### src/rtl/sum_diff_serial_alu.sv
// Bit-serial add/subtract unit: latches operands and mode on start, walks them LSB
// first through one full adder, then publishes result, carry/no-borrow and overflow.
module sum_diff_serial_alu #(
  parameter int WIDTH = 8
) (
  input  logic             clk,
  input  logic             reset,
  input  logic             A_D,
  input  logic             start,
  input  logic [WIDTH-1:0] a,
  input  logic [WIDTH-1:0] b,
  output logic [WIDTH-1:0] result,
  output logic             cout,
  output logic             overflow,
  output logic             busy,
  output logic             done
);

  localparam int CNT_W = $clog2(WIDTH) + 1;

  // Handshake: start is a one-sided request with no ready; it is taken only in
  // S_IDLE (busy=0, done=0) and silently dropped in every other state.
  typedef enum logic [1:0] {
    S_IDLE = 2'd0,
    S_RUN  = 2'd1,
    S_DONE = 2'd2
  } state_t;

  state_t state, state_d;

  logic [WIDTH-1:0] op_a;
  logic [WIDTH-1:0] op_b;
  logic [WIDTH-2:0] res_sr;
  logic             carry;
  logic [CNT_W-1:0] cnt;

  logic sum_bit;
  logic carry_nxt;
  logic last_bit;

  assign sum_bit   = op_a[0] ^ op_b[0] ^ carry;
  assign carry_nxt = (op_a[0] & op_b[0]) | (op_a[0] & carry) | (op_b[0] & carry);
  assign last_bit  = (cnt == CNT_W'(WIDTH - 1));

  always_ff @(posedge clk) begin
    if (reset) state <= S_IDLE;
    else       state <= state_d;
  end

  always_comb begin
    state_d = state;
    busy    = 1'b0;
    done    = 1'b0;
    case (state)
      S_IDLE: if (start) state_d = S_RUN;
      S_RUN: begin
        busy = 1'b1;
        if (last_bit) state_d = S_DONE;
      end
      S_DONE: begin
        done    = 1'b1;
        state_d = S_IDLE;
      end
      default: state_d = S_IDLE;
    endcase
  end

  // Subtract is a + ~b + 1: the +1 comes from seeding the carry with ~A_D.
  always_ff @(posedge clk) begin
    if (reset) begin
      op_a     <= '0;
      op_b     <= '0;
      res_sr   <= '0;
      carry    <= 1'b0;
      cnt      <= '0;
      result   <= '0;
      cout     <= 1'b0;
      overflow <= 1'b0;
    end else begin
      case (state)
        S_IDLE: begin
          if (start) begin
            op_a  <= a;
            op_b  <= A_D ? b : ~b;
            carry <= ~A_D;
            cnt   <= '0;
          end
        end
        S_RUN: begin
          op_a   <= op_a >> 1;
          op_b   <= op_b >> 1;
          carry  <= carry_nxt;
          cnt    <= cnt + CNT_W'(1);
          // Keep only the upper WIDTH-1 bits; the final bit joins on the last edge.
          res_sr <= (WIDTH-1)'({sum_bit, res_sr} >> 1);
          if (last_bit) begin
            result   <= {sum_bit, res_sr};
            cout     <= carry_nxt;
            overflow <= carry ^ carry_nxt;
          end
        end
        default: ;
      endcase
    end
  end

endmodule

### config.mk
export PLATFORM = sky130hd
export DESIGN_NAME = sum_diff_serial_alu
export DESIGN_NICKNAME = d
export VERILOG_FILES = /design/src/rtl/sum_diff_serial_alu.sv
export SDC_FILE = /design/constraint.sdc
export NUM_CORES = 1
export LEC_CHECK = 0
export CORE_MARGIN = 4
export CORE_UTILIZATION = 55
export DETAILED_ROUTE_END_ITERATION = 10
export MAX_ROUTING_LAYER = met4
export PLACE_DENSITY = 0.83
export SYNTH_ARGS = -nofsm -noshare
export SYNTH_HDL_FRONTEND = slang
export SYNTH_SLANG_ARGS = --single-unit
### constraint.sdc
create_clock -name clk -period 2.94 [get_ports clk]
set_clock_uncertainty 0.1 [all_clocks]
set_input_delay 0.588 -clock clk [delete_from_list [all_inputs] [get_ports clk]]
set_output_delay 0.588 -clock clk [all_outputs]
set_load 0.05 [all_outputs]
==> flow_summary.json <==
{
  "place.detailed.hpwl_mm": 2.745,
  "setup.worst_path.start": "state[1]",
  "yosysMostFrequentCell": "dfxtp_1",
  "final_nets": 250,
  "r2r_cells": 5,
  "n_antenna_cell": 0,
  "synth_top_area_share_pct": 45.55,
  "power-per-cell-area_nw_per_um2": 514.2,
  "vias_in_the_first_global_route": 1528,
  "synthesis.yosys.warnings": 0,
  "via_per_inst": 5.817,
  "grt_start_max_net_pins": 30,
  "grt_busiest_layer": "met2",
  "cp-start-kind": "flop",
  "critical_path_top_delay_cell": "dfxtp_1",
  "p_sw_share_pct": 23.54,
  "critical_path_depth": 3,
  "flow.area_growth_from_synthesis_pct": 24.77,
  "vias": 1588,
  "cts.path.max_buffers": 2,
  "synthArstFlopShare_pct": 0,
  "synthesized_area_per_cell_um2": 8.746,
  "coreArea_um2": 3053,
  "worst_skew_pair_later_pin_latency_ns": 0.35,
  "run_status": "finished, final reports clean",
  "yosys-top-cells-count": "40 x dfxtp_1, 26 x a21oi_1, 17 x nand2_1",
  "drc": 0,
  "dpl_worst_slack_ns": 0.5165,
  "drt_iter0_markers": 154,
  "synth.yosys.seq_area_share_pct": 45.55,
  "endpoint_kind": "output pin",
  "fp.dieW_um": 64.54,
  "floorplan.initialDensity_pct": 57.58,
  "min-delay-path-class": "flop to flop",
  "detail-route-antenna-nets": 0,
  "routed_wirelength_mm": 3.945,
  "synth_edf_count": 0,
  "finalInstanceArea_um2": 2193,
  "globalplace.congestion": 0.8078,
  "max_clock_freq_mhz": 403.7,
  "postSynthRegisterBits": 40,
  "cts-buffers-inserted": 5,
  "rsz_0062_raised_after_global_routing": "false",
  "worstMarginPinSlew_ns": 0.5005,
  "arrival_ns": 1.79,
  "placedInstanceArea_um2": 2096,
  "r2r_start": "state[1]",
  "critPathKind": "flop to output pin",
  "fin_tns_setup_ns": 0,
  "switchingPower_uw": 265.5,
  "route.detailed.wl_per_inst_um": 14.45,
  "power_mw": 1.128,
  "max-cap-violations": 0,
  "seqCellArea_um2": 800.8,
  "power.sequential.fraction_pct": 51.7,
  "post_synth_instance_area_um2": 1758,
  "floorplan.io_pins": 32,
  "cts_tree": "done",
  "finalCriticalPeriod_ns": 2.477,
  "gr-usage-met2_pct": 33.76,
  "maximum_level_of_the_cts_h_tree": 2,
  "antenna_found_initial": 0,
  "path_max_fanout": 15,
  "post-route-period-util_pct": 84.24,
  "critical_path.max_stage_delay_ns": 0.62,
  "synthTopCellsByArea": "dfxtp_1 46%, a21oi_1 7.4%, a22oi_1 3.8%",
  "p_leak_nw": 0.7937,
  "dieArea_um2": 4165,
  "grt_util_all_layers_pct": 20.90,
  "endpoint": "done",
  "critPathRequiredTime_ns": 2.25,
  "path_delay_family": "buffers and inverters",
  "setup_viol": 0,
  "path_cells": "inv_1 > nor2_1 > dlymetal6s2s_1",
  "grt.overflow.total": 0,
  "grt_pass1_wl_mm": 6.686,
  "clockRootBuffer": "clkbuf_4",
  "critPathBufInv": 2,
  "ir_worst_vdd_mv": 0.3367,
  "slew_viol_final": 0,
  "post-synth-top-area-cell": "dfxtp_1",
  "multi_input_gate_area_in_the_final_layout_um2": 840.8,
  "netlist-cell-type-count": 37,
  "io_buffer_count": 31,
  "die_ht_um": 64.54,
  "ctsHoldBuffers": 0,
  "synth_fp_nets": 223,
  "power_frac_clock_pct": 35.5,
  "report.final.hold_viol_count": 0,
  "r2r_setup_slack_ns": 1.21,
  "power.internal_uw": 862.3,
  "power.combinational.fraction_pct": 12.8,
  "timing.final.ws_setup_ns": 0.4632,
  "ys_dominant_reg_cell": "dfxtp_1",
  "num_rows": 20,
  "utilization_pct": 71.84,
  "cts.clk_slew.worst_paths_ns": 0.11,
  "cts_sinks": 40,
  "relSlewSlack_pct": 66.58,
  "grt_util_met1_pct": 24.16,
  "fillCellCount": 240,
  "grt.met3_usage_pct": 4.506,
  "drive_above_1_share_pct": 10.48,
  "crit-reg2reg-capture": "op_b[2]",
  "synthCells": 201,
  "drtPass1Iterations": 5
}
==> registers in the layout (all words and copies together) (netlist names) <==
register and flops:
res_sr 7, state 2, cout 1, overflow 1, carry 1, op_b 8
result 8, op_a 8, cnt 4
==> layer usage <==
layer	vias up	part of all wire, %
li1	783	-
met1	738	44
met2	60	49
met3	7	5.1
met4	0	2.0
met5	-	0
==> metrics by stage <==
step                      std cells  hold WS, ns
after floorplan                 201       0.3366
after global routing            273       0.3964
after CTS                       273       0.3748
after global placement          265       0.3447
after detailed placement        265       0.3586
final                           273       0.3744
==> timing repair <==
action	CTS	global route
gates resized for setup	0	1
setup endpoints to repair	0	1
setup buffers	0	0
==> how the worst min path moves through the flow <==
stage | start | endpoint | slack (ns) | depth (start not counted)
floorplan | res_sr[0] | res_sr[0] | 0.34 | 2
global placement | res_sr[0] | res_sr[0] | 0.34 | 2
detailed placement | res_sr[0] | result[0] | 0.36 | 2
CTS | res_sr[0] | result[0] | 0.37 | 2
global route | res_sr[0] | res_sr[0] | 0.40 | 2
finish | res_sr[0] | result[0] | 0.37 | 2
==> worst min-delay path, delay by kind of cell, from the launching register on <==
| family | cells | cell delay [ns] |
|---|---|---|
| DFF | 1 | 0.33 |
| AOI/OAI and AO/OA | 1 | 0.05 |
| and+or+nand+nor | 1 | 0.06 |
==> cell families after synthesis <==
| group | after synthesis | synth area share (%) |
|---|---|---|
| adder cells (fa/ha/maj) | 2 | 1.850 |
| XOR/XNOR | 9 | 4.484 |
| flip-flops | 40 | 45.55 |
| multiplexers | 1 | 0.5694 |
| buffers and inverters | 26 | 6.619 |
| AO/OA/AOI/OAI | 76 | 28.18 |
| AND/OR/NAND/NOR | 47 | 12.74 |
==> area by class of cell <==
| type | count | area share (%) |
|---|---|---|
| tap | 44 | 2.510 |
| timing repair buffer | 37 | 16.77 |
| sequential | 40 | 36.51 |
| clock inverter | 1 | 1.369 |
| inverter | 9 | 1.540 |
| multi-input combinational | 135 | 38.33 |
| clock buffer | 7 | 2.966 |
==> cells in the final DEF, fill, tap and decap left out, drive strengths merged, types with 8 or more instances in the layout <==
master         count
a21oi             26
a22oi              9
clkdlybuf4s50     29
dfxtp             40
inv                9
nand2             17
nand3             12
nor2               8
o21ai             12
==> power by group through the flow <==
stage / combinational (mW) / sequential (mW) / clock (mW)
after floorplan: 0.0950 / 0.590 / 0
after global placement: 0.139 / 0.593 / 0
after detailed placement: 0.143 / 0.595 / 0
after CTS: 0.144 / 0.583 / 0.404
after global routing: 0.158 / 0.586 / 0.433
final: 0.145 / 0.583 / 0.400
Power figures use the tool's default switching activity.
